<file path="src/rtl/uart_pkg.sv">
// Shared UART definitions (frame state encoding, default timing) for the rx and tx paths.
package uart_pkg;

   localparam int unsigned DEF_CLKS_PER_BIT = 868;
   localparam int unsigned DEF_DATA_BITS    = 8;

   typedef enum logic [2:0] {
      IDLE,
      START,
      DATA,
      PARITY,
      STOP,
      BREAK
   } uart_state_t;

endpackage

</file>
<file path="src/rtl/uart_bit_timer.sv">
// Loadable down-counter: tick while the count is zero, then reload one bit period.
module uart_bit_timer
   import uart_pkg::*;
#(
   parameter int unsigned CLKS_PER_BIT = DEF_CLKS_PER_BIT,
   parameter int unsigned CNT_W        = $clog2(CLKS_PER_BIT)
) (
   input  logic             clk,
   input  logic             reset,
   input  logic             load,
   input  logic [CNT_W-1:0] load_val,
   output logic             tick
);

   logic [CNT_W-1:0] cnt;

   assign tick = (cnt == '0);

   always_ff @(posedge clk or negedge reset) begin
      if (!reset)
         cnt <= '0;
      else if (load)
         cnt <= load_val;
      else if (tick)
         cnt <= CNT_W'(CLKS_PER_BIT - 1);
      else
         cnt <= cnt - 1'b1;
   end

endmodule

</file>
<file path="src/rtl/uart_rx_deframer.sv">
// UART receive deframer: 8N1 mid-bit sampling, valid/ready output, ferr/ovr/cek pulses.
// Define UART_RX_PARITY_EN for an even-parity bit and the rx_perr output.
module uart_rx_deframer
   import uart_pkg::*;
#(
   parameter int unsigned CLKS_PER_BIT = DEF_CLKS_PER_BIT,
   parameter int unsigned DATA_BITS    = DEF_DATA_BITS
) (
   input  logic                 clk,
   input  logic                 reset,
   input  logic                 rxd,
   input  logic                 rx_ready,
   output logic [DATA_BITS-1:0] rx_data,
   output logic                 rx_valid,
   output logic                 rx_ferr,
   output logic                 rx_ovr,
`ifdef UART_RX_PARITY_EN
   output logic                 rx_perr,
`endif
   output logic                 rx_busy,
   output logic                 rx_cek
);

   localparam int unsigned CNT_W = $clog2(CLKS_PER_BIT);

   uart_state_t          state, state_nxt;
   logic                 rxd_m, rxd_s;
   logic                 tick, t_load;
   logic                 shift_en, frame_end, deliver, ovr_set, ferr_set, perr_set, par_chk;
   logic                 par_bad;
   logic [DATA_BITS-1:0] shreg;
   logic [2:0]           bit_idx;

   always_ff @(posedge clk or negedge reset) begin
      if (!reset) begin
         rxd_m <= 1'b1;
         rxd_s <= 1'b1;
      end else begin
         rxd_m <= rxd;
         rxd_s <= rxd_m;
      end
   end

   uart_bit_timer #(
      .CLKS_PER_BIT (CLKS_PER_BIT),
      .CNT_W        (CNT_W)
   ) u_timer (
      .clk      (clk),
      .reset    (reset),
      .load     (t_load),
      .load_val (CNT_W'(CLKS_PER_BIT / 2 - 1)),
      .tick     (tick)
   );

   always_ff @(posedge clk or negedge reset) begin
      if (!reset)
         state <= IDLE;
      else
         state <= state_nxt;
   end

   always_comb begin
      state_nxt = state;
      t_load    = 1'b0;
      shift_en  = 1'b0;
      par_chk   = 1'b0;
      frame_end = 1'b0;
      deliver   = 1'b0;
      ovr_set   = 1'b0;
      ferr_set  = 1'b0;
      perr_set  = 1'b0;
      case (state)
         IDLE:
            if (!rxd_s) begin
               state_nxt = START;
               t_load    = 1'b1;
            end
         START:
            if (tick) state_nxt = rxd_s ? IDLE : DATA;
         DATA:
            if (tick) begin
               shift_en = 1'b1;
`ifdef UART_RX_PARITY_EN
               if (bit_idx == 3'(DATA_BITS - 1)) state_nxt = PARITY;
`else
               if (bit_idx == 3'(DATA_BITS - 1)) state_nxt = STOP;
`endif
            end
`ifdef UART_RX_PARITY_EN
         PARITY:
            if (tick) begin
               par_chk   = 1'b1;
               state_nxt = STOP;
            end
`endif
         STOP:
            // An acceptance in the same cycle frees the holding register first.
            if (tick) begin
               frame_end = 1'b1;
               if (!rxd_s) begin
                  ferr_set  = 1'b1;
                  state_nxt = BREAK;
               end else begin
                  state_nxt = IDLE;
                  if (par_bad)
                     perr_set = 1'b1;
                  else if (rx_valid && !rx_ready)
                     ovr_set = 1'b1;
                  else
                     deliver = 1'b1;
               end
            end
         BREAK:
            if (rxd_s) state_nxt = IDLE;
         default:
            state_nxt = IDLE;
      endcase
   end

   always_ff @(posedge clk or negedge reset) begin
      if (!reset) begin
         shreg    <= '0;
         bit_idx  <= '0;
         rx_data  <= '0;
         rx_valid <= 1'b0;
         rx_ferr  <= 1'b0;
         rx_ovr   <= 1'b0;
         rx_cek   <= 1'b0;
      end else begin
         rx_ferr <= ferr_set;
         rx_ovr  <= ovr_set;
         rx_cek  <= frame_end;
         if (shift_en) begin
            shreg   <= {rxd_s, shreg[DATA_BITS-1:1]};
            bit_idx <= bit_idx + 1'b1;
         end else if (state != DATA) begin
            bit_idx <= '0;
         end
         if (deliver) begin
            rx_data  <= shreg;
            rx_valid <= 1'b1;
         end else if (rx_valid && rx_ready) begin
            rx_valid <= 1'b0;
         end
      end
   end

`ifdef UART_RX_PARITY_EN
   always_ff @(posedge clk or negedge reset) begin
      if (!reset) begin
         par_bad <= 1'b0;
         rx_perr <= 1'b0;
      end else begin
         rx_perr <= perr_set;
         if (par_chk) par_bad <= ^{shreg, rxd_s};
      end
   end
`else
   assign par_bad = 1'b0;
`endif

   assign rx_busy = (state != IDLE);

endmodule
</file>
<file path="config.mk">
export PLATFORM = sky130hd
export DESIGN_NAME = uart_rx_deframer
export DESIGN_NICKNAME = d
export VERILOG_FILES = /design/src/rtl/uart_pkg.sv /design/src/rtl/uart_bit_timer.sv /design/src/rtl/uart_rx_deframer.sv
export SDC_FILE = /design/constraint.sdc
export NUM_CORES = 1
export LEC_CHECK = 0
export ABC_CLOCK_PERIOD_IN_PS = 2410
export CAP_MARGIN = 20
export CELL_PAD_IN_SITES_DETAIL_PLACEMENT = 2
export CELL_PAD_IN_SITES_GLOBAL_PLACEMENT = 2
export CORE_AREA = 2 2 73 75
export DETAILED_ROUTE_END_ITERATION = 16
export DIE_AREA = 0 0 75 77
export PLACE_DENSITY_LB_ADDON = 0.08
export SYNTH_ARGS = -nofsm -noshare
export SYNTH_HDL_FRONTEND = slang
export SYNTH_SLANG_ARGS = --single-unit
</file>
<file path="constraint.sdc">
create_clock -name clk -period 2.41 [get_ports clk]
set_clock_uncertainty 0.2 [all_clocks]
set_input_delay 0.3615 -clock clk [delete_from_list [all_inputs] [get_ports clk]]
set_output_delay 0.3615 -clock clk [all_outputs]
set_load 0.005 [all_outputs]
</file>
==> results.cfg, run 1 <==
[critical_path]
cp_top_family = simple AND/OR/NAND/NOR gates
arrival_ns = 2.23
reg2reg_depth = 6
critPathLaunchType = register
cp_max_fo = 8
r2r_start = u_timer.cnt[0]$_DFF_PN0_
rrSetupSlack_ns = 0.14
critPathMaxStageDelay_ns = 0.54
critical_path.cell_chain = inv_1 > ha_1 > or4b_4 > nor4_4 > buf_6 > mux2_2
critPathBufInv = 2
slowest_stage = or4b_4
crit_path_end_kind = register
crit_required_ns = 2.37
crit_type = register to register
reg2reg_to = shreg[3]$_DFFE_PN0P_

[clocking]
cts_buffers = 5
clk_latency_ns = 0.28
clk_path_buf_depth = 2
clk_pin_slew_ns = 0.07
cts_tree = yes
post_cts_buffers = 0
hold_buffers = 0
htreeDepth = 2
cts.sinks = 38
cts_root_buf = clkbuf_8

[synth]
synth_xor_area_frac = 0.0267
synth_edf_count = 0
muxShareOfSynthArea = 0.110
yosysWarnings = 0
synth-simple-area-share = 0.164
synth.avg_cell_area_um2 = 12.0
synthAdderAreaFrac = 0.0229
synth_compound_area_frac = 0.0664
synth_top_family_by_area = simple AND/OR/NAND/NOR gates
syn_inst = 137
ys_ff_latch = 38
seq_area_frac_synth = 0.581
ys.flop_type = dfrtp_1
syn_nets = 144
synth_cell_type_count = 33
synthArstFlopShare = 1.00
mappedNetlistArea_um2 = 1640

[drt]
drc = 0
wl_met2_um = 1830
drt_iter0_drc = 56
viasPerCell = 4.85
wire_per_inst_um = 15.4
firstDrtPassIters = 4
highest_layer = met4
wl_met3_um = 104
routed_wl_um = 3570
met1_length_um = 1570
vias = 1126
ant_nets = 0

[sta]
setup_viol = 0
worst_hold_slack_ns = -0.0174
finalCriticalPeriod_ns = 2.27
finalHoldViolCount = 27
relSlewSlack = 0.434
drv_slew = 0
setup-tns-final_ns = 0
worst_pin_slew_ns = 0.848
rsz0062_at_grt = false
fmax_ghz = 0.441
fin_crit_sh = 0.942

[layout]
area_delta_synth_final_pct = 22.6
post-route-cell-area_um2 = 2010
final_nets = 168
antenna_cells = 0
layout-drive-gt1-share = 0.241

[place]
place_area_um2 = 1900
hpwl_um = 2640
place.gp.congestion = 0.781
io_buffer_count = 16

[pwr]
vdd_ir_drop_max_mv = 0.353
fin_total_pwr_w = 0.00110
p_leak_nw = 0.926
power_density_nw_per_um2 = 548

[floorplanning]
start_util = 0.330
die-area_um2 = 5780
fp-row-count = 26
num_io_pins = 17
die_x_um = 75
fp.coreArea_um2 = 4980
die_y_um = 77

[run_status]
status = complete, but fails checks
violations = negative hold slack

[global_routing]
grt_max_degree = 39
grt_pass1_vias = 1267
grt-ovfl-total = 0
antenna_found_initial = 0
grt_pass1_wl_um = 6470
grt_usage = 0.149

[worst_hold_path]
hp-class = primary input to async pin

[run]
maxCapViolations = 0
where the power goes:
part / internal (W) / switching [W] / leakage [nW] / total (W)
Clock: 0.000231 / 0.000211 / 0.0482 / 0.000441
Sequential: 0.000641 / 0.00000292 / 0.504 / 0.000643
Combinational: 0.00000417 / 0.0000130 / 0.374 / 0.0000172
Total: 0.000875 / 0.000227 / 0.926 / 0.00110
cell families after synthesis:
| logic type | after synthesis |
|---|---|
| DFF | 38 |
| and+or+nand+nor | 47 |
| adders and majority gates | 3 |
| muxes | 16 |
| AOI/OAI and AO/OA | 18 |
| xor gates and xnor gates | 5 |
| buffers and inverters | 10 |
routing by layer:
| layer | up-vias | track usage |
|---|---|---|
| met5 | - | 0 |
| met2 | 13 | 0.235 |
| met1 | 579 | 0.194 |
| met3 | 4 | 0.0420 |
| met4 | 0 | 0.0536 |
| li1 | 530 | - |
stage by stage:
| stage | hold WS [ns] | worst slack, ns | std cells | util |
|---|---|---|---|---|
| floorplan | -0.134 | 0.0167 | 137 | - |
| global placement | 0.148 | 0.00987 | 224 | 0.382 |
| detailed placement | 0.153 | -0.0785 | 224 | 0.382 |
| CTS | 0.0178 | 0.0243 | 232 | 0.401 |
| global route | 0.0410 | 0.0109 | 232 | 0.404 |
| finish | -0.0174 | 0.141 | 232 | 0.404 |
timing repair:
action,4_1_cts,5_1_grt
cloned,0,0
endpoints found under the setup margin,16,15
resized for setup,1,2
cell type report:
class                      count  area [um^2]
sequential                    38          953
multi-input combinational     89          652
timing repair buffer          23          211
clock buffer                   7         86.3
clock inverter                 1         5.00
inverter                       4         15.0
tap                           70         87.6
fill                         523         2970
placed cells by master, fill, tap and decap left out, types with 2 or more instances in the layout:
cell and count:
a21oi_1 7, nor4_1 2, mux2_2 16, dfstp_2 2, nand2_1 13, ha_1 3, nand3_1 3, nor3_1 7
clkbuf_8 6, clkdlybuf4s50_1 15, inv_1 4, xnor2_1 4, nor2_1 9, nand2b_1 2, or3_1 2, buf_4 6
o21ai_0 6, dfrtp_1 36
registers in the layout, indices dropped and copies added, names as in the netlist:
register     cells
u_timer.cnt     10
rx_data          8
shreg            8
bit_idx          3
state            3
rx_cek           1
rx_ferr          1
rx_ovr           1
rx_valid         1
rxd_m            1
rxd_s            1
worst max-delay path by stage:
| stage | to | cells past startpoint | startpoint |
|---|---|---|---|
| 3_3_place_gp | rx_data[7]$_DFFE_PN0P_ | 6 | u_timer.cnt[0]$_DFF_PN0_ |
| 2_1_floorplan | shreg[0]$_DFFE_PN0P_ | 6 | u_timer.cnt[0]$_DFF_PN0_ |
| 3_5_place_dp | rx_data[3]$_DFFE_PN0P_ | 6 | u_timer.cnt[0]$_DFF_PN0_ |
| 5_1_grt | state[0]$_DFFE_PN0P_ | 6 | u_timer.cnt[0]$_DFF_PN0_ |
| 6_report | shreg[3]$_DFFE_PN0P_ | 6 | u_timer.cnt[0]$_DFF_PN0_ |
| 4_1_cts | rx_data[3]$_DFFE_PN0P_ | 6 | u_timer.cnt[0]$_DFF_PN0_ |
cell usage after synthesis (all sizes together), types with 2 or more instances:
cell | instances | area (um^2)
nor4 | 3 | 33.8
inv | 4 | 15.0
nand2 | 13 | 48.8
nor3 | 9 | 61.3
clkbuf | 3 | 11.3
ha | 3 | 37.5
buf | 3 | 21.3
or3 | 3 | 20.0
nand3 | 3 | 15.0
dfrtp | 36 | 901
nor2 | 9 | 33.8
dfstp | 2 | 52.6
mux2 | 16 | 180
nand2b | 2 | 12.5
a21oi | 7 | 35.0
xnor2 | 4 | 35.0
o21ai | 6 | 30.0
(Power assumes the default switching activity.)
==> run 2, diff against run 1 <==
--- a/config.mk
+++ b/config.mk
@@ -13,6 +13,7 @@
 export DETAILED_ROUTE_END_ITERATION = 16
 export DIE_AREA = 0 0 75 77
 export PLACE_DENSITY_LB_ADDON = 0.08
+export SKIP_LAST_GASP = 1
 export SYNTH_ARGS = -nofsm -noshare
 export SYNTH_HDL_FRONTEND = slang
 export SYNTH_SLANG_ARGS = --single-unit
==> results of run 2 <==
Same layout as run 1: the final DEF is identical, and so are final timing and power.
